File: config.mk
export PLATFORM = sky130hd
export DESIGN_NAME = pokey_kbd_scan
export DESIGN_NICKNAME = d
export VERILOG_FILES = /design/src/rtl/pokey_kbd_scan.sv
export SDC_FILE = /design/constraint.sdc
export NUM_CORES = 1
export LEC_CHECK = 0
export BUFFER_PORTS_ARGS = -buffer_cell sky130_fd_sc_hd__buf_2
export CAP_MARGIN = 20
export CORE_MARGIN = 1.5
export CORE_UTILIZATION = 53
export DETAILED_ROUTE_END_ITERATION = 12
export GPL_TIMING_DRIVEN = 0
export HOLD_SLACK_MARGIN = 0.1
export MAX_ROUTING_LAYER = met4
export PLACE_DENSITY = 0.77
export RECOVER_POWER = 25
export SYNTH_ARGS = -nofsm -noshare
export SYNTH_HDL_FRONTEND = slang
export SYNTH_SLANG_ARGS = --single-unit
File: constraint.sdc
create_clock -name o2 -period 2.59 [get_ports o2]
set_clock_uncertainty 0.05 [all_clocks]
set_input_delay 0.3885 -clock o2 [delete_from_list [all_inputs] [get_ports o2]]
set_output_delay 0.3885 -clock o2 [all_outputs]
set_load 0.01 [all_outputs]
File: src/rtl/pokey_kbd_scan.sv
// POKEY keyboard scanner: walks the 64-key matrix, samples kr1_L/kr2_L and debounces one key at a time.
// Optional build macro KBD_DEBOUNCE_EN selects the four-state debounce FSM; otherwise keys latch on first hit.
module pokey_kbd_scan #(
  parameter int          SCAN_DIV  = 114,
  parameter logic [5:0]  CTRL_POS  = 6'h00,
  parameter logic [5:0]  SHIFT_POS = 6'h10,
  parameter logic [5:0]  BREAK_POS = 6'h30
) (
  input  logic       o2,
  input  logic       reset,
  input  logic       scan_en,
  input  logic       kr1_L,
  input  logic       kr2_L,
  output logic [5:0] key_scan_L,
  output logic [5:0] compare_latch,
  output logic [7:0] keycode_latch,
  output logic       key_depr,
  output logic       shift_held,
  output logic       key_irq,
  output logic       break_irq
);

`ifdef KBD_DEBOUNCE_EN
  typedef enum logic [1:0] {IDLE, CONFIRM, HELD, RELEASE} state_t;
`else
  typedef enum logic {IDLE, HELD} state_t;
`endif

  localparam logic [7:0] DIV_LAST = 8'(SCAN_DIV - 1);

  state_t     state_q, state_d;
  logic [7:0] div_cnt_q, div_cnt_d;
  logic [5:0] scan_pos_q, scan_pos_d;
  logic [5:0] cmp_q, cmp_d;
  logic [7:0] code_q, code_d;
  logic       depr_q, depr_d;
  logic       shift_q, shift_d;
  logic       ctrl_q, ctrl_d;
  logic       brk_prev_q, brk_prev_d;
  logic       key_irq_q, key_irq_d;
  logic       brk_irq_q, brk_irq_d;

  logic sample;
  logic hit;
  logic at_cmp;

  assign sample = (div_cnt_q == DIV_LAST);
  assign hit    = ~kr1_L;
  assign at_cmp = (scan_pos_q == cmp_q);

  always_comb begin
    state_d    = state_q;
    div_cnt_d  = div_cnt_q;
    scan_pos_d = scan_pos_q;
    cmp_d      = cmp_q;
    code_d     = code_q;
    depr_d     = depr_q;
    shift_d    = shift_q;
    ctrl_d     = ctrl_q;
    brk_prev_d = brk_prev_q;
    key_irq_d  = 1'b0;
    brk_irq_d  = 1'b0;
    if (!scan_en) begin
      // Scan halted: restart from address 0, latches keep their contents.
      div_cnt_d  = '0;
      scan_pos_d = '0;
      state_d    = IDLE;
      depr_d     = 1'b0;
    end else if (!sample) begin
      div_cnt_d = div_cnt_q + 8'd1;
    end else begin
      div_cnt_d  = '0;
      scan_pos_d = scan_pos_q + 6'd1;
      if (scan_pos_q == SHIFT_POS) shift_d = ~kr2_L;
      if (scan_pos_q == CTRL_POS)  ctrl_d  = ~kr2_L;
      if (scan_pos_q == BREAK_POS) begin
        brk_irq_d  = ~kr2_L & brk_prev_q;
        brk_prev_d = kr2_L;
      end
      case (state_q)
`ifdef KBD_DEBOUNCE_EN
        IDLE: begin
          if (hit) begin
            cmp_d   = scan_pos_q;
            state_d = CONFIRM;
          end
        end
        CONFIRM: begin
          if (at_cmp) begin
            if (hit) begin
              state_d   = HELD;
              code_d    = {ctrl_q, shift_q, cmp_q};
              depr_d    = 1'b1;
              key_irq_d = 1'b1;
            end else begin
              state_d = IDLE;
            end
          end
        end
        HELD: begin
          if (at_cmp && !hit) state_d = RELEASE;
        end
        RELEASE: begin
          if (at_cmp) begin
            if (hit) begin
              state_d = HELD;
            end else begin
              state_d = IDLE;
              depr_d  = 1'b0;
            end
          end
        end
`else
        IDLE: begin
          if (hit) begin
            cmp_d     = scan_pos_q;
            code_d    = {ctrl_q, shift_q, scan_pos_q};
            depr_d    = 1'b1;
            key_irq_d = 1'b1;
            state_d   = HELD;
          end
        end
        HELD: begin
          if (at_cmp && !hit) begin
            state_d = IDLE;
            depr_d  = 1'b0;
          end
        end
`endif
        default: state_d = IDLE;
      endcase
    end
  end

  always_ff @(posedge o2) begin
    if (reset) begin
      state_q    <= IDLE;
      div_cnt_q  <= '0;
      scan_pos_q <= '0;
      cmp_q      <= '0;
      code_q     <= '0;
      depr_q     <= 1'b0;
      shift_q    <= 1'b0;
      ctrl_q     <= 1'b0;
      brk_prev_q <= 1'b1;
      key_irq_q  <= 1'b0;
      brk_irq_q  <= 1'b0;
    end else begin
      state_q    <= state_d;
      div_cnt_q  <= div_cnt_d;
      scan_pos_q <= scan_pos_d;
      cmp_q      <= cmp_d;
      code_q     <= code_d;
      depr_q     <= depr_d;
      shift_q    <= shift_d;
      ctrl_q     <= ctrl_d;
      brk_prev_q <= brk_prev_d;
      key_irq_q  <= key_irq_d;
      brk_irq_q  <= brk_irq_d;
    end
  end

  assign key_scan_L    = ~scan_pos_q;
  assign compare_latch = cmp_q;
  assign keycode_latch = code_q;
  assign key_depr      = depr_q;
  assign shift_held    = shift_q;
  assign key_irq       = key_irq_q;
  assign break_irq     = brk_irq_q;

endmodule

### Yosys cells after proc, flatten, opt, wreduce, memory -nomap -nowiden

Cells that the tools add are included.

| cells by class | value |
|---|---|
| $add $sub $neg | 2 |
| eq/ne operators | 6 |
| muxes and demuxes | 6 |
| bitwise logic cells | 8 |
| reduce and logical (&&, ||, !) cells | 11 |

Operator list:

| kind | count |
|---|---|
| 3-bit AND reduction | 4 |
| 8-bit by 1-bit adder with 8-bit output (second input constant) | 1 |
| 8-bit by 7-bit == test with 1-bit output (second input constant) | 1 |
| 4-bit OR reduction | 2 |
| 6-bit by 1-bit adder with 6-bit output (second input constant) | 1 |
| 6-bit by 5-bit == test with 1-bit output (second input constant) | 1 |
| 6-bit == test | 1 |
| 6-bit == test (second input constant) | 1 |
| 6-bit zero test | 1 |
| 1-bit NOT | 6 |
| 6-bit NOT | 1 |
| 1-bit 2-to-1 mux | 4 |
| 1-bit one-hot mux with 2 select lines | 2 |
| 4-bit AND reduction | 1 |
| 3-bit OR reduction | 1 |
| 2-bit by 1-bit != test with 1-bit output (second input constant) | 1 |
| 2-bit != test (second input constant) | 1 |
| 2-bit OR reduction | 1 |
| 1-bit bitwise AND | 1 |
| 1-bit logical AND | 1 |

| storage, ports and cells | value |
|---|---|
| register bits after elaboration | 35 |
| bits of input ports | 5 |

### Logic depth before layout (Yosys ltp)

| logic depth | value |
|---|---|
| depth in word-level cells | 4 |
| depth in mapped cells | 7 |
| depth with buffers taken out | 6 |

### Least setup slack after synthesis

Ideal clock, no wire load.

| timing path | value |
|---|---|
| kind | register to register |
| from | reg div_cnt_q[0] |
| to | reg brk_prev_q |
| data arrival time | 1.640 ns |
| required time | 2.423 ns |
| setup slack | 0.784 ns |
| stages on the path, launching flop included | 7 |
| path buffers | 1 |
| path through | dfxtp_1 > ha_1 > or4b_1 > buf_2 > nor4_2 > mux2i_1 > nand2b_1 |

| between the ends | value |
|---|---|
| word-level cells in the longest chain between the ends | 2 |

Ends and longest elaborated chain:

| what | RTL line | source |
|---|---|---|
| from (decl) | 32 | `logic [7:0] div_cnt_q, div_cnt_d;` |
| from (signal assigned) | 150 | `div_cnt_q <= div_cnt_d;` |
| 8-bit by 7-bit == test with 1-bit output | 47 | `assign sample = (div_cnt_q == DIV_LAST);` |
| 3-bit AND reduction (no source line) | - |  |
| to (signal assigned) | 157 | `brk_prev_q <= brk_prev_d;` |
| to (decl) | 39 | `logic brk_prev_q, brk_prev_d;` |

Every way passes these cells.
A chain may end at the register's enable or synchronous reset.

### Worst setup path in the final report

| timing path | value |
|---|---|
| from | reg div_cnt_q[0] |
| to | reg code_q[5] (netlist: keycode_latch[5]) |

| between the ends | value |
|---|---|
| word-level cells in the longest chain between the ends | 2 |

Ends and longest elaborated chain:

| what | RTL line | source |
|---|---|---|
| 8-bit by 7-bit == test with 1-bit output | 47 |  |
| 4-bit AND reduction (no source line) | - |  |
| to (signal assigned) | 153 | `code_q <= code_d;` |
| to (decl) | 35 | `logic [7:0] code_q, code_d;` |

Every way passes these cells.

==> metrics.txt <==
# TYPE chip_impl_metric gauge
chip_impl_metric{name="wire_per_inst",unit="microns"} 12.0
chip_impl_metric{name="power.sequential.fraction",unit=""} 0.597
chip_impl_metric{name="relative_slew_slack",unit=""} 0.600
chip_impl_metric{name="initial_antenna_violation_count",unit=""} 0
chip_impl_metric{name="fin_ws",unit="ns"} 0.589
chip_impl_info{name="criticalPathCategory",value="register to register"} 1
chip_impl_info{name="mostFrequentLayoutCells",value="29 x dfxtp_1, 26 x nor2_1, 17 x clkbuf_1, 17 x buf_2, 13 x xnor2_1"} 1
chip_impl_metric{name="post_synth.cell_area_avg",unit="sq um"} 9.11
chip_impl_info{name="final_common_cell",value="dfxtp_1"} 1
chip_impl_metric{name="antenna_cells",unit=""} 0
chip_impl_metric{name="core",unit="sq um"} 2430
chip_impl_metric{name="clock_tree.htree_level_count",unit=""} 2
chip_impl_metric{name="max-clock-path-buffers",unit=""} 2
chip_impl_info{name="clock_tree_from_tritoncts",value="done"} 1
chip_impl_metric{name="post_drt_via_cell_ratio",unit=""} 5.12
chip_impl_metric{name="yosysSeqAreaShare",unit=""} 0.431
chip_impl_metric{name="dp_worst_setup_slack",unit="ns"} 0.559
chip_impl_info{name="post_synth_main_area_contributors",value="dfxtp_1 43%, xnor2_1 8.4%, mux2i_1 7.4%"} 1
chip_impl_metric{name="totalWireLength",unit="microns"} 2570
chip_impl_metric{name="floorplan.initialDensity",unit=""} 0.554
chip_impl_metric{name="final_period_minus_worst_setup_slack",unit="ns"} 2.00
chip_impl_info{name="most_common_flop_cell_mapped_by_yosys",value="dfxtp_1"} 1
chip_impl_metric{name="grt_start_max_net_pins",unit=""} 11
chip_impl_metric{name="ir_drop",unit="V"} 0.000344
chip_impl_metric{name="cpPeakStageDelay",unit="ns"} 0.56
chip_impl_metric{name="cts.sinks",unit=""} 29
chip_impl_metric{name="final_design_area_no_fill",unit="sq um"} 1570
chip_impl_metric{name="layout.nets",unit=""} 192
chip_impl_metric{name="ys_async_sr_fraction",unit=""} 0
chip_impl_metric{name="fin_util",unit=""} 0.644
chip_impl_metric{name="std_cell_rows",unit=""} 18
chip_impl_metric{name="die_area",unit="sq um"} 2850
chip_impl_metric{name="vias",unit=""} 1090
chip_impl_metric{name="track_usage",unit=""} 0.217
chip_impl_metric{name="timing.critical_path.buf_inv",unit=""} 0
chip_impl_metric{name="critPathRequiredTime",unit="ns"} 2.74
chip_impl_metric{name="drive_gt1_frac",unit=""} 0.175
chip_impl_metric{name="total_leakage_power",unit="nW"} 0.633
chip_impl_metric{name="p_int",unit="mW"} 0.583
chip_impl_metric{name="report.power.total",unit="mW"} 0.751
chip_impl_metric{name="top_level_ports",unit=""} 29
chip_impl_metric{name="post_route_ant_nets",unit=""} 0
chip_impl_metric{name="p_sw_frac",unit=""} 0.224
chip_impl_info{name="critPathTopFamily",value="simple AND/OR/NAND/NOR gates"} 1
chip_impl_metric{name="die_width",unit="microns"} 53.4
chip_impl_info{name="grt_setup_unrepaired",value="no"} 1
chip_impl_metric{name="number_of_buffers_added_by_the_clock_tree_synthesis_step",unit=""} 5
chip_impl_metric{name="synth_enable_flop_cells",unit=""} 0
chip_impl_metric{name="detailedRoute.firstPassIterationCount",unit=""} 4
chip_impl_metric{name="syn_to_final_growth",unit="%"} 16.2
chip_impl_metric{name="drv.max_cap_violation_count",unit=""} 0
chip_impl_metric{name="synth-seq-cells",unit=""} 29
chip_impl_metric{name="unique_cell_type_count_in_the_yosys_netlist",unit=""} 30
chip_impl_metric{name="power.switching",unit="mW"} 0.168
chip_impl_metric{name="min_period_over_period",unit=""} 0.772
chip_impl_metric{name="critical_path_peak_fanout",unit=""} 8
chip_impl_metric{name="worst_path_clk_slew",unit="ns"} 0.09
chip_impl_metric{name="io_buffer_count",unit=""} 28
chip_impl_metric{name="post_cts_resize_count",unit=""} 0
chip_impl_metric{name="layout.cells.non_filler",unit=""} 213
chip_impl_metric{name="hpwlAfterDp",unit="microns"} 1920
chip_impl_metric{name="post-cts-setup-buffers",unit=""} 0
chip_impl_metric{name="maxClockFrequency",unit="MHz"} 500
chip_impl_metric{name="power.density",unit="nW/um^2"} 480
chip_impl_metric{name="drc_errors",unit=""} 0
chip_impl_metric{name="vias_in_the_first_global_route",unit=""} 1020
chip_impl_metric{name="synthesis.yosys.warnings",unit=""} 0
chip_impl_metric{name="holdBufCountCts",unit=""} 0
chip_impl_metric{name="grt_overflow_total",unit=""} 0
chip_impl_metric{name="report.final.setup_viol",unit=""} 0
chip_impl_info{name="crit_path_end_kind",value="register"} 1
chip_impl_metric{name="finalWeightedCongestion",unit=""} 0.841
chip_impl_metric{name="final_report_hold_violation_count",unit=""} 0
chip_impl_metric{name="insertion_delay",unit="ns"} 0.32
chip_impl_info{name="netlist.top_cell.by_area",value="dfxtp_1"} 1
chip_impl_metric{name="power_frac_comb",unit=""} 0.032
chip_impl_metric{name="synthesis.area",unit="sq um"} 1350
chip_impl_metric{name="global_route_wire_length_before_repair",unit="microns"} 4200
chip_impl_metric{name="number_of_placed_instances_taps_included",unit=""} 206
chip_impl_metric{name="post_synth_inst_count",unit=""} 148
chip_impl_metric{name="final.setup.tns",unit="ns"} 0
chip_impl_metric{name="power.clock.fraction",unit=""} 0.371
chip_impl_metric{name="postPlaceCellArea",unit="sq um"} 1530
chip_impl_info{name="run_status",value="finished, final reports clean"} 1
chip_impl_metric{name="netlist.area_leader.share",unit=""} 0.431
chip_impl_metric{name="tightest_slew",unit="ns"} 0.598
chip_impl_info{name="cp_cell_sequence",value="ha_1 -> nor4b_2 -> nand4_1 -> mux2i_1 -> nor2_1"} 1
chip_impl_info{name="clock-root-buffer",value="clkbuf_4"} 1
chip_impl_info{name="hold_path_class",value="input port to register"} 1
chip_impl_metric{name="worst_hold_slack",unit="ns"} 0.230
chip_impl_info{name="worstSetupStartpointType",value="register"} 1
chip_impl_info{name="cp_max_delay_cell",value="nand4_1"} 1
chip_impl_metric{name="initialDrtViolationCount",unit=""} 11
chip_impl_metric{name="die_height",unit="microns"} 53.4
chip_impl_metric{name="cp_data_arrival_time",unit="ns"} 2.15
chip_impl_metric{name="slew_viol_final",unit=""} 0
chip_impl_metric{name="synthesis.nets",unit=""} 157
power groups by stage:
stage               Clock (mW)  Combinational, mW  Sequential, mW
global placement             0             0.0234           0.459
detailed placement           0             0.0240           0.459
CTS                      0.284             0.0241           0.449
floorplan                    0             0.0146           0.459
global route             0.299             0.0277           0.449
finish                   0.279             0.0240           0.449
registers in the layout, summed over array words and instances (netlist names):
| signal | cells |
|---|---|
| key_irq | 1 |
| key_depr | 1 |
| scan_pos_q | 6 |
| compare_latch | 5 |
| ctrl_q | 1 |
| brk_prev_q | 1 |
| state_q | 1 |
| break_irq | 1 |
| div_cnt_q | 8 |
| keycode_latch | 3 |
| shift_held | 1 |
synth_stat cells, drive strengths merged (2+ instances only):
| master | count |
|---|---|
| a21oi | 3 |
| and3 | 2 |
| buf | 7 |
| clkbuf | 4 |
| dfxtp | 29 |
| ha | 4 |
| inv | 8 |
| mux2i | 10 |
| nand2 | 6 |
| nand2b | 3 |
| nand3 | 8 |
| nand4 | 3 |
| nor2 | 26 |
| nor3 | 2 |
| nor4 | 5 |
| xnor2 | 13 |
| xor2 | 4 |
logic make-up (layout without fill, tap and decap cells):
| group | Yosys count | in the layout | share of synthesized area |
|---|---|---|---|
| multiplexers | 10 | 10 | 0.0743 |
| AND/OR/NAND/NOR | 62 | 62 | 0.244 |
| XOR/XNOR | 17 | 17 | 0.110 |
| buffers and inverters | 19 | 54 | 0.0706 |
| flip-flops | 29 | 29 | 0.431 |
| AO/OA/AOI/OAI | 7 | 7 | 0.0325 |
| adder cells (fa/ha/maj) | 4 | 4 | 0.0371 |
cell type report:
type / instances / area (sq um)
buffer: 11 / 65.1
clock buffer: 7 / 55.1
fill: 221 / 867
inverter: 8 / 30.0
multi-input combinational: 100 / 672
sequential: 29 / 581
tap: 30 / 37.5
timing repair buffer: 28 / 125
per-layer routing:
layer	GRT usage	wire length, microns	vias up
li1	-	-	560
met1	0.217	1110	503
met2	0.354	1300	23
met3	0.0650	114	4
met4	0.162	42	0
met5	-	0	-
final timing paths:
kind                     start  slack [ns]  depth (start not counted)                to
setup / recovery  div_cnt_q[0]        0.59                          5  keycode_latch[5]
hold reg to reg         ctrl_q        0.43                          2            ctrl_q
setup reg to reg  div_cnt_q[0]        0.59                          5  keycode_latch[5]
hold / removal           kr1_L        0.23                          2           key_irq
Note: power is estimated with default switching activity, not from simulation.
